## src/rtl/pc_dbg_pkg.sv

```systemverilog
// pc_dbg_pkg: shared run-control state, halt cause codes and constants
package pc_dbg_pkg;
  typedef enum logic [1:0] {ST_RUN, ST_HALTED, ST_STEP, ST_RESUME} state_t;
  localparam logic [1:0] CAUSE_NONE = 2'b00;
  localparam logic [1:0] CAUSE_HOST = 2'b01;
  localparam logic [1:0] CAUSE_BP   = 2'b10;
  localparam logic [1:0] CAUSE_BRK  = 2'b11;
  localparam logic [31:0] PC_BREAK = 32'hffffffff;
endpackage

```

## src/rtl/pc_bp_match.sv

```systemverilog
// pc_bp_match: address breakpoint slot registers with combinational PC match
module pc_bp_match #(
  parameter int NUM_BP = 4,
  parameter int AW = 32
) (
  input  logic                      clk,
  input  logic                      rst_n,
  input  logic                      wr,
  input  logic [$clog2(NUM_BP)-1:0] idx,
  input  logic [AW-1:0]             addr,
  input  logic                      en,
  input  logic [AW-1:0]             pc,
  output logic                      hit
);
  localparam int IW = $clog2(NUM_BP);
  logic [AW-1:0] slot_addr [NUM_BP];
  logic [NUM_BP-1:0] slot_en;
  always_ff @(posedge clk) begin
    for (int i = 0; i < NUM_BP; i++) begin
      if (!rst_n) begin
        slot_addr[i] <= '0;
        slot_en[i] <= 1'b0;
      end else if (wr && idx == IW'(i)) begin
        slot_addr[i] <= addr;
        slot_en[i] <= en;
      end
    end
  end
  always_comb begin
    hit = 1'b0;
    for (int i = 0; i < NUM_BP; i++) hit = hit | (slot_en[i] && slot_addr[i] == pc);
  end
endmodule

```

## src/rtl/pc_run_ctrl.sv

```systemverilog
// pc_run_ctrl: run-control sequencer driving the fetch PC stall and continue inputs
module pc_run_ctrl
  import pc_dbg_pkg::*;
#(
  parameter int NUM_BP = 4,
  parameter int AW = 32,
  parameter int STEP_W = 8
) (
  input  logic                      clk,
  input  logic                      rst_n,
  input  logic                      hazard_stall,
  input  logic [AW-1:0]             pc_cur,
  input  logic                      ex_break,
  input  logic                      dbg_halt_req,
  input  logic                      dbg_resume,
  input  logic                      dbg_step,
  input  logic [STEP_W-1:0]         step_count,
  input  logic                      bp_wr,
  input  logic [$clog2(NUM_BP)-1:0] bp_idx,
  input  logic [AW-1:0]             bp_addr,
  input  logic                      bp_en,
  output logic                      pc_stall,
  output logic                      pc_continue,
  output logic                      halted,
  output logic [1:0]                halt_cause,
  output logic                      step_done
);
  state_t state, state_n;
  logic [1:0] cause_n;
  logic brk_org, org_n, skip, raw_hit, hit;
  logic [STEP_W-1:0] cnt, cnt_n;
  logic [AW-1:0] halt_pc;
  pc_bp_match #(.NUM_BP(NUM_BP), .AW(AW)) u_bp (
    .clk(clk), .rst_n(rst_n), .wr(bp_wr), .idx(bp_idx), .addr(bp_addr),
    .en(bp_en), .pc(pc_cur), .hit(raw_hit)
  );
  // the instruction we halted on must be allowed to execute once after resume
  assign hit = raw_hit & ~(skip & (pc_cur == halt_pc));
  assign halted = (state == ST_HALTED);
  always_comb begin
    state_n = state;
    cause_n = halt_cause;
    org_n = brk_org;
    cnt_n = cnt;
    pc_stall = 1'b1;
    pc_continue = 1'b0;
    step_done = 1'b0;
    case (state)
      ST_RUN: begin
        pc_stall = hazard_stall | hit | dbg_halt_req | ex_break;
        if (ex_break | hit | dbg_halt_req) begin
          state_n = ST_HALTED;
          cause_n = ex_break ? CAUSE_BRK : hit ? CAUSE_BP : CAUSE_HOST;
          org_n = ex_break;
        end
      end
      ST_HALTED: begin
        if (dbg_step) begin
          state_n = ST_STEP;
          cnt_n = (|step_count) ? step_count : STEP_W'(1);
        end else if (dbg_resume) state_n = ST_RESUME;
      end
      ST_STEP: begin
        pc_stall = hazard_stall;
        if (ex_break) begin
          state_n = ST_HALTED;
          cause_n = CAUSE_BRK;
          org_n = 1'b1;
        end else if (!hazard_stall) begin
          cnt_n = cnt - STEP_W'(1);
          if (cnt == STEP_W'(1)) begin
            state_n = ST_HALTED;
            cause_n = CAUSE_BRK;
            org_n = 1'b0;
            step_done = 1'b1;
          end
        end
      end
      ST_RESUME: begin
        state_n = ST_RUN;
        pc_continue = (halt_cause == CAUSE_BRK) && brk_org;
      end
    endcase
  end
  always_ff @(posedge clk) begin
    if (!rst_n) begin
      state <= ST_RUN;
      halt_cause <= CAUSE_NONE;
      brk_org <= 1'b0;
      cnt <= '0;
      skip <= 1'b0;
      halt_pc <= AW'(PC_BREAK);
    end else begin
      state <= state_n;
      halt_cause <= cause_n;
      brk_org <= org_n;
      cnt <= cnt_n;
      skip <= (state == ST_RESUME) ? 1'b1 : (pc_cur != halt_pc) ? 1'b0 : skip;
      if (state_n == ST_HALTED && state != ST_HALTED) halt_pc <= pc_cur;
    end
  end
endmodule

```

## config.mk

```make
export PLATFORM = sky130hd
export DESIGN_NAME = pc_run_ctrl
export DESIGN_NICKNAME = d
export VERILOG_FILES = /design/src/rtl/pc_dbg_pkg.sv /design/src/rtl/pc_bp_match.sv /design/src/rtl/pc_run_ctrl.sv
export SDC_FILE = /design/constraint.sdc
export NUM_CORES = 1
export LEC_CHECK = 0
export ABC_AREA = 1
export CAP_MARGIN = 25
export CORE_MARGIN = 5
export CORE_UTILIZATION = 60
export DETAILED_ROUTE_END_ITERATION = 16
export PLACE_DENSITY = 0.9
export SYNTH_ARGS = -nofsm -noshare
export SYNTH_HDL_FRONTEND = slang
export SYNTH_SLANG_ARGS = --single-unit
export TNS_END_PERCENT = 30
```

## constraint.sdc

```tcl
create_clock -name clk -period 4.3 [get_ports clk]
set_clock_uncertainty 0.2 [all_clocks]
set_input_delay 0.86 -clock clk [delete_from_list [all_inputs] [get_ports clk]]
set_output_delay 0.86 -clock clk [all_outputs]
set_load 0.02 [all_outputs]
```

## Yosys cells after proc, flatten, opt, wreduce, memory -nomap -nowiden

Memory sizes are Yosys's and may differ from the RTL's.
Index checks and enable logic that the tools add are counted.

| storage, ports and cells | value |
|---|---|
| bits in registers | 50 |
| bits in writable memories | 128 |
| bits of input ports | 83 |
| output and inout port bits | 6 |
| logic and storage cells | 116 |
| memories kept | 1 |

Memory list:

| memory | depth | width | read ports | clocked after memory_dff | wr ports | line | source |
|---|---|---|---|---|---|---|---|
| u_bp.slot_addr | 4 | 32 | 4 | 0 | 4 | pc_bp_match.sv:16 | `logic [AW-1:0] slot_addr [NUM_BP];` |

| cells by class | value |
|---|---|
| $add $sub $neg | 1 |
| equality and inequality tests | 22 |
| multiplexer cells | 49 |
| bitwise gates (word level) | 15 |
| reductions and logical operators | 18 |

Operator list:

| operator | number |
|---|---|
| $eq 32x32->1 | 5 |
| $mux 32 | 4 |
| $mux 8 | 4 |
| $ne 32x32->1 | 1 |
| $mux 1 | 24 |
| $mux 2 | 12 |
| $pmux 8 s2 | 1 |
| $or 1x1->1 | 12 |
| $eq 2x2->1 const B | 5 |
| $logic_and 1x1->1 | 10 |
| $eq 8x1->1 const B | 1 |
| $ne 2x2->1 const B | 4 |
| $pmux 2 s4 | 1 |
| $reduce_and 4->1 | 2 |
| $reduce_or 8->1 | 1 |
| $sub 8x1->8 const B | 1 |
| $eq 2x1->1 const B | 3 |
| $ne 3x3->1 const B | 2 |
| $reduce_bool 2->1 | 3 |
| $logic_not 2->1 | 2 |
| $pmux 1 s2 | 2 |
| $pmux 2 s2 | 1 |
| $and 1x1->1 | 2 |
| $ne 2x1->1 const B | 1 |
| $not 1->1 | 1 |

## Logic depth before layout (Yosys ltp)

| logic depth | value |
|---|---|
| depth in word-level cells | 12 |
| depth in mapped cells | 18 |
| depth with buffers taken out | 17 |

## By module

A second synthesis with hierarchy kept.

| unflattened totals | value |
|---|---|
| cell total of the unflattened synthesis | 1197 |
| area, all modules | 9370.2 um2 |

By module, submodules not included:

| module | instances | cells each | area an instance (um2) | sequential area each (um2) |
|---|---|---|---|---|
| pc_bp_match | 1 | 793 | 6766.5 | 3923.8 |
| pc_run_ctrl | 1 | 404 | 2603.7 | 920.9 |

## Least setup slack after synthesis

Ideal clock, no wire load.

| timing path | value |
|---|---|
| path type | input -> output |
| start point | in pc_cur[24] |
| end point | out pc_stall |
| arrival time | 2.357 ns |
| data required time | 3.240 ns |
| slack | 0.883 ns |
| stages on the path | 10 |
| path buffers | 2 |
| path through | buf_2 xnor2_1 or3b_1 nor2_1 nand3_1 nand2_1 nand3_2 nand2_4 buf_2 nand3_1 |

| between the ends | value |
|---|---|
| word-level cells in the longest chain between the ends | 10 |
| elaborated cells on any way between the ends | 19 |
| classes of those cells | 5 x eq/ne; 1 x mux; 9 x bitwise; 4 x reduce/logical |

RTL lines:

| element | line | source |
|---|---|---|
| start: declaration | pc_run_ctrl.sv:12 | `input logic [AW-1:0] pc_cur,` |
| $eq 32x32->1 | pc_bp_match.sv:31 | `for (int i = 0; i < NUM_BP; i++) hit = hit \| (slot_en[i] && slot_addr[i] == pc);` |
| $logic_and 1x1->1 | pc_bp_match.sv:31 |  |
| $or 1x1->1 (3 in series) | pc_bp_match.sv:31 |  |
| $and 1x1->1 (*) | pc_run_ctrl.sv:38 | `assign hit = raw_hit & ~(skip & (pc_cur == halt_pc));` |
| $or 1x1->1 (*) (3 in series) | pc_run_ctrl.sv:50 | `pc_stall = hazard_stall \| hit \| dbg_halt_req \| ex_break;` |
| $pmux 1 s2 (*) | pc_run_ctrl.sv:48 | `case (state)` |
| end: declaration | pc_run_ctrl.sv:22 | `output logic pc_stall,` |

Mark *: on every way between the ends. The rest lies on a longest branch, timed or not.

## Final worst setup path

| timing path | value |
|---|---|
| start point | in pc_cur[13] |
| end point | out pc_stall |

Same word-level chain as after synthesis.

==> results.md <==
- Status: finished clean
- Die ar.: 0.01988 mm2
- Seq/Total Area, Yosys: 47.05%
- Worst Max-Slew Pin Slew: 0.8371 ns
- Reg area: 0.004845 mm2
- RSZ-0062 raised after global routing: false
- Clk sink count: 178
- FF-to-FF End: halt_cause[1]
- Max IR drop VDD: 0.3643 mV
- Starting density of the core: 60.37%
- Syn. warnings: 0
- Final critical-path required period: 4.163 ns
- Port buffer count: 88
- Pwr/cell area: 362.1 mW/mm2
- H-tree depth: 4
- Top FF cell, synth: edfxtp_1
- Wire per inst: 21.04 um
- CTS tree: built
- Final setup vio count: 0
- DRT Pass-1 Iters: 7
- Vias in the first global route: 10,220
- Initial antenna violation count: 0
- Die height: 141.0 um
- Arr. time, crit path: 3.10 ns
- Layout Nets: 1,703
- Post-synth top area share: 37.33%
- Via count: 10,810
- DIE WIDTH: 141.0 um
- Multi-input logic area: 0.004529 mm2
- Row cnt: 48
- IO Pins: 89
- CTS buffer count: 17
- Post-synth EDFFs: 128
- Post-synth top cells: 366 x nand2_1, 268 x nor2_1, 180 x inv_1
- Period utilisation layout: 96.81%
- HPWL Detailed: 29,910 um
- Final hold violations: 0
- Remaining Overflow, GRT: 0
- Clock transition at path regs: 0.07 ns
- Gp weighted congestion: 1.101
- Net Count, Synth: 1,492
- DP Worst Slack: -0.2098 ns
- Yosys reg bits: 178
- Clock Root Buffer: clkbuf_16
- Crit path kind: input pin to primary output
- Distinct cells, synth: 40
- Hold crit path type: register to register
- Leading area contributor after synthesis: edfxtp_1
- Max-slew headroom: 44.06%
- F_max: 240.2 MHz
- Antenna Cells: 0
- Core area: 0.01706 mm2
- Area contributors post-synth: edfxtp_1 37%, nand2_1 13%, nor2_1 9.8%, dfxtp_1 9.7%, inv_1 6.6%
- Count leader, synth: nand2_1
- Total wire length: 39,050 um
- Async SR Flop Fraction: 0%
- Cts hold-fix bufs: 0
- Post-CTS setup buffers: 0
- First-pass GRT wire length: 58,410 um
- Fin. max-slew vios: 0
- Average vias per placed instance: 5.825
- Antenna viol nets, final: 0
- Clock Path Buffers: 2
- Worst reg2reg setup slack: 1.22 ns
- Residual DRC count: 0
- Gr usage total: 39.37%
- RR Startpoint: u_bp.slot_addr[2][25]
- Hold_sp: cnt[5]
- Leak: 6.078 nW
- Fin worst setup slack: 0.1373 ns
- Largest net degree at the start of global routing: 45
- Mapped cell area: 0.01030 mm2
- Hold endpoint: cnt[5]
- Cell depth of the worst hold path: 2
- Fill cell count: 1,248
- Clock latency on the worst-skew pair: 0.45 ns
- CP Max Fanout: 6
- Final Total Pwr: 4.701 mW
- Max-cap viol count: 0
- Cells after synthesis: 1,407
- Syn_area_per_cell: 7.319 um2
- Worst Path Required: 3.24 ns
- Crit start category: input pin
- Synthesis-to-layout area growth: 26.08%
- Iter 0 DRT Violations: 1,279
- Share of layout cells above drive strength 1: 12.75%
- CP Capture Type: primary output
- Worst reg2reg path depth: 18
-- layout make-up --
| cell class | instances | area share [%] |
|---|---|---|
| multi-input cells | 995 | 34.89 |
| flip-flops and latches | 178 | 37.32 |
| well taps | 225 | 2.168 |
| clock inverters | 14 | 1.079 |
| clock buffers | 18 | 3.306 |
| inverters | 188 | 5.436 |
| repair buffers | 238 | 15.81 |
-- state kept, by name (all words and copies together) (netlist names) --
register	cells
state	2
u_bp.slot_en	4
halt_pc	32
halt_cause	2
u_bp.slot_addr	128
cnt	8
brk_org	1
skip	1
-- how the worst max path moves through the flow --
| stage | cells after the start | end | start | slack (ns) |
|---|---|---|---|---|
| finish | 16 | pc_stall | pc_cur[13] | 0.14 |
| CTS | 14 | pc_stall | pc_cur[10] | 0.08 |
| global placement | 14 | pc_stall | pc_cur[30] | -0.20 |
| detailed placement | 14 | pc_stall | pc_cur[30] | -0.21 |
| global route | 17 | pc_stall | pc_cur[2] | 0.07 |
| floorplan | 10 | pc_stall | pc_cur[24] | 0.88 |
-- kinds of logic after synthesis --
| family | count (synthesis) | synth area share (%) |
|---|---|---|
| AOI/OAI and AO/OA | 97 | 5.115 |
| xor gates and xnor gates | 41 | 3.487 |
| adders and majority gates | 2 | 0.2430 |
| buffers and inverters | 234 | 9.016 |
| DFF | 178 | 47.05 |
| and+or+nand+nor | 855 | 35.09 |
-- worst max-delay path, stage by stage --
cell,delay (ns)
clkdlybuf4s50_1,0.61
inv_2,0.09
buf_4,0.17
o21ai_0,0.15
nor2_1,0.05
nand2_1,0.08
nor2_1,0.07
nand3_1,0.10
nor2_1,0.04
nor2_1,0.20
nand2_1,0.14
nand2_1,0.13
nand3_2,0.10
nand2_4,0.07
nand3_1,0.06
clkbuf_2,0.15
-- cell usage in the layout, fill, tap and decap left out, types with 4 or more instances in the layout --
cell,instances
buf_4,146
nand2_1,366
clkbuf_16,17
dfxtp_1,50
inv_8,5
inv_2,7
nand4_1,36
o21ai_0,64
buf_12,4
xor2_1,13
nand3b_1,5
inv_1,180
nor2_1,268
a21oi_1,14
or2_2,14
or2_1,5
nor3_1,24
o211ai_1,4
clkdlybuf4s50_1,84
edfxtp_1,128
nand3_1,118
xnor2_1,28
nor4_1,5
nor3b_1,4
-- where the power goes --
part / leakage [nW] / internal [mW] / switching (mW)
clock network: 0.274 / 0.773 / 0.778
registers: 1.67 / 1.99 / 0.113
logic: 4.13 / 0.421 / 0.625
-- stage by stage --
stage | TNS (ns) | utilization [%] | hold WS, ns | instances | area [um2]
floorplan | 0 | - | 0.2474 | 1407 | 10300
global placement | -0.2010 | 72.75 | 0.2650 | 1824 | 12410
detailed placement | -0.2098 | 72.75 | 0.2688 | 1824 | 12410
CTS | 0 | 76.11 | 0.2788 | 1856 | 12980
global route | 0 | 76.12 | 0.3060 | 1856 | 12980
finish | 0 | 76.12 | 0.2785 | 1856 | 12980
-- timing repair --
item | in CTS | in global routing
pin swaps | 0 | 0
resized for setup | 2 | 4
endpoints found under the setup margin | 1 | 1
-- layer usage --
| layer | track usage [%] | vias up | wire [um] |
|---|---|---|---|
| met5 | 0 | - | 0 |
| met4 | 19.07 | 0 | 2105 |
| met1 | 52.01 | 4968 | 14670 |
| li1 | - | 4938 | - |
| met2 | 63.00 | 751 | 17990 |
| met3 | 7.056 | 155 | 4283 |
Power figures use the tool's default switching activity.
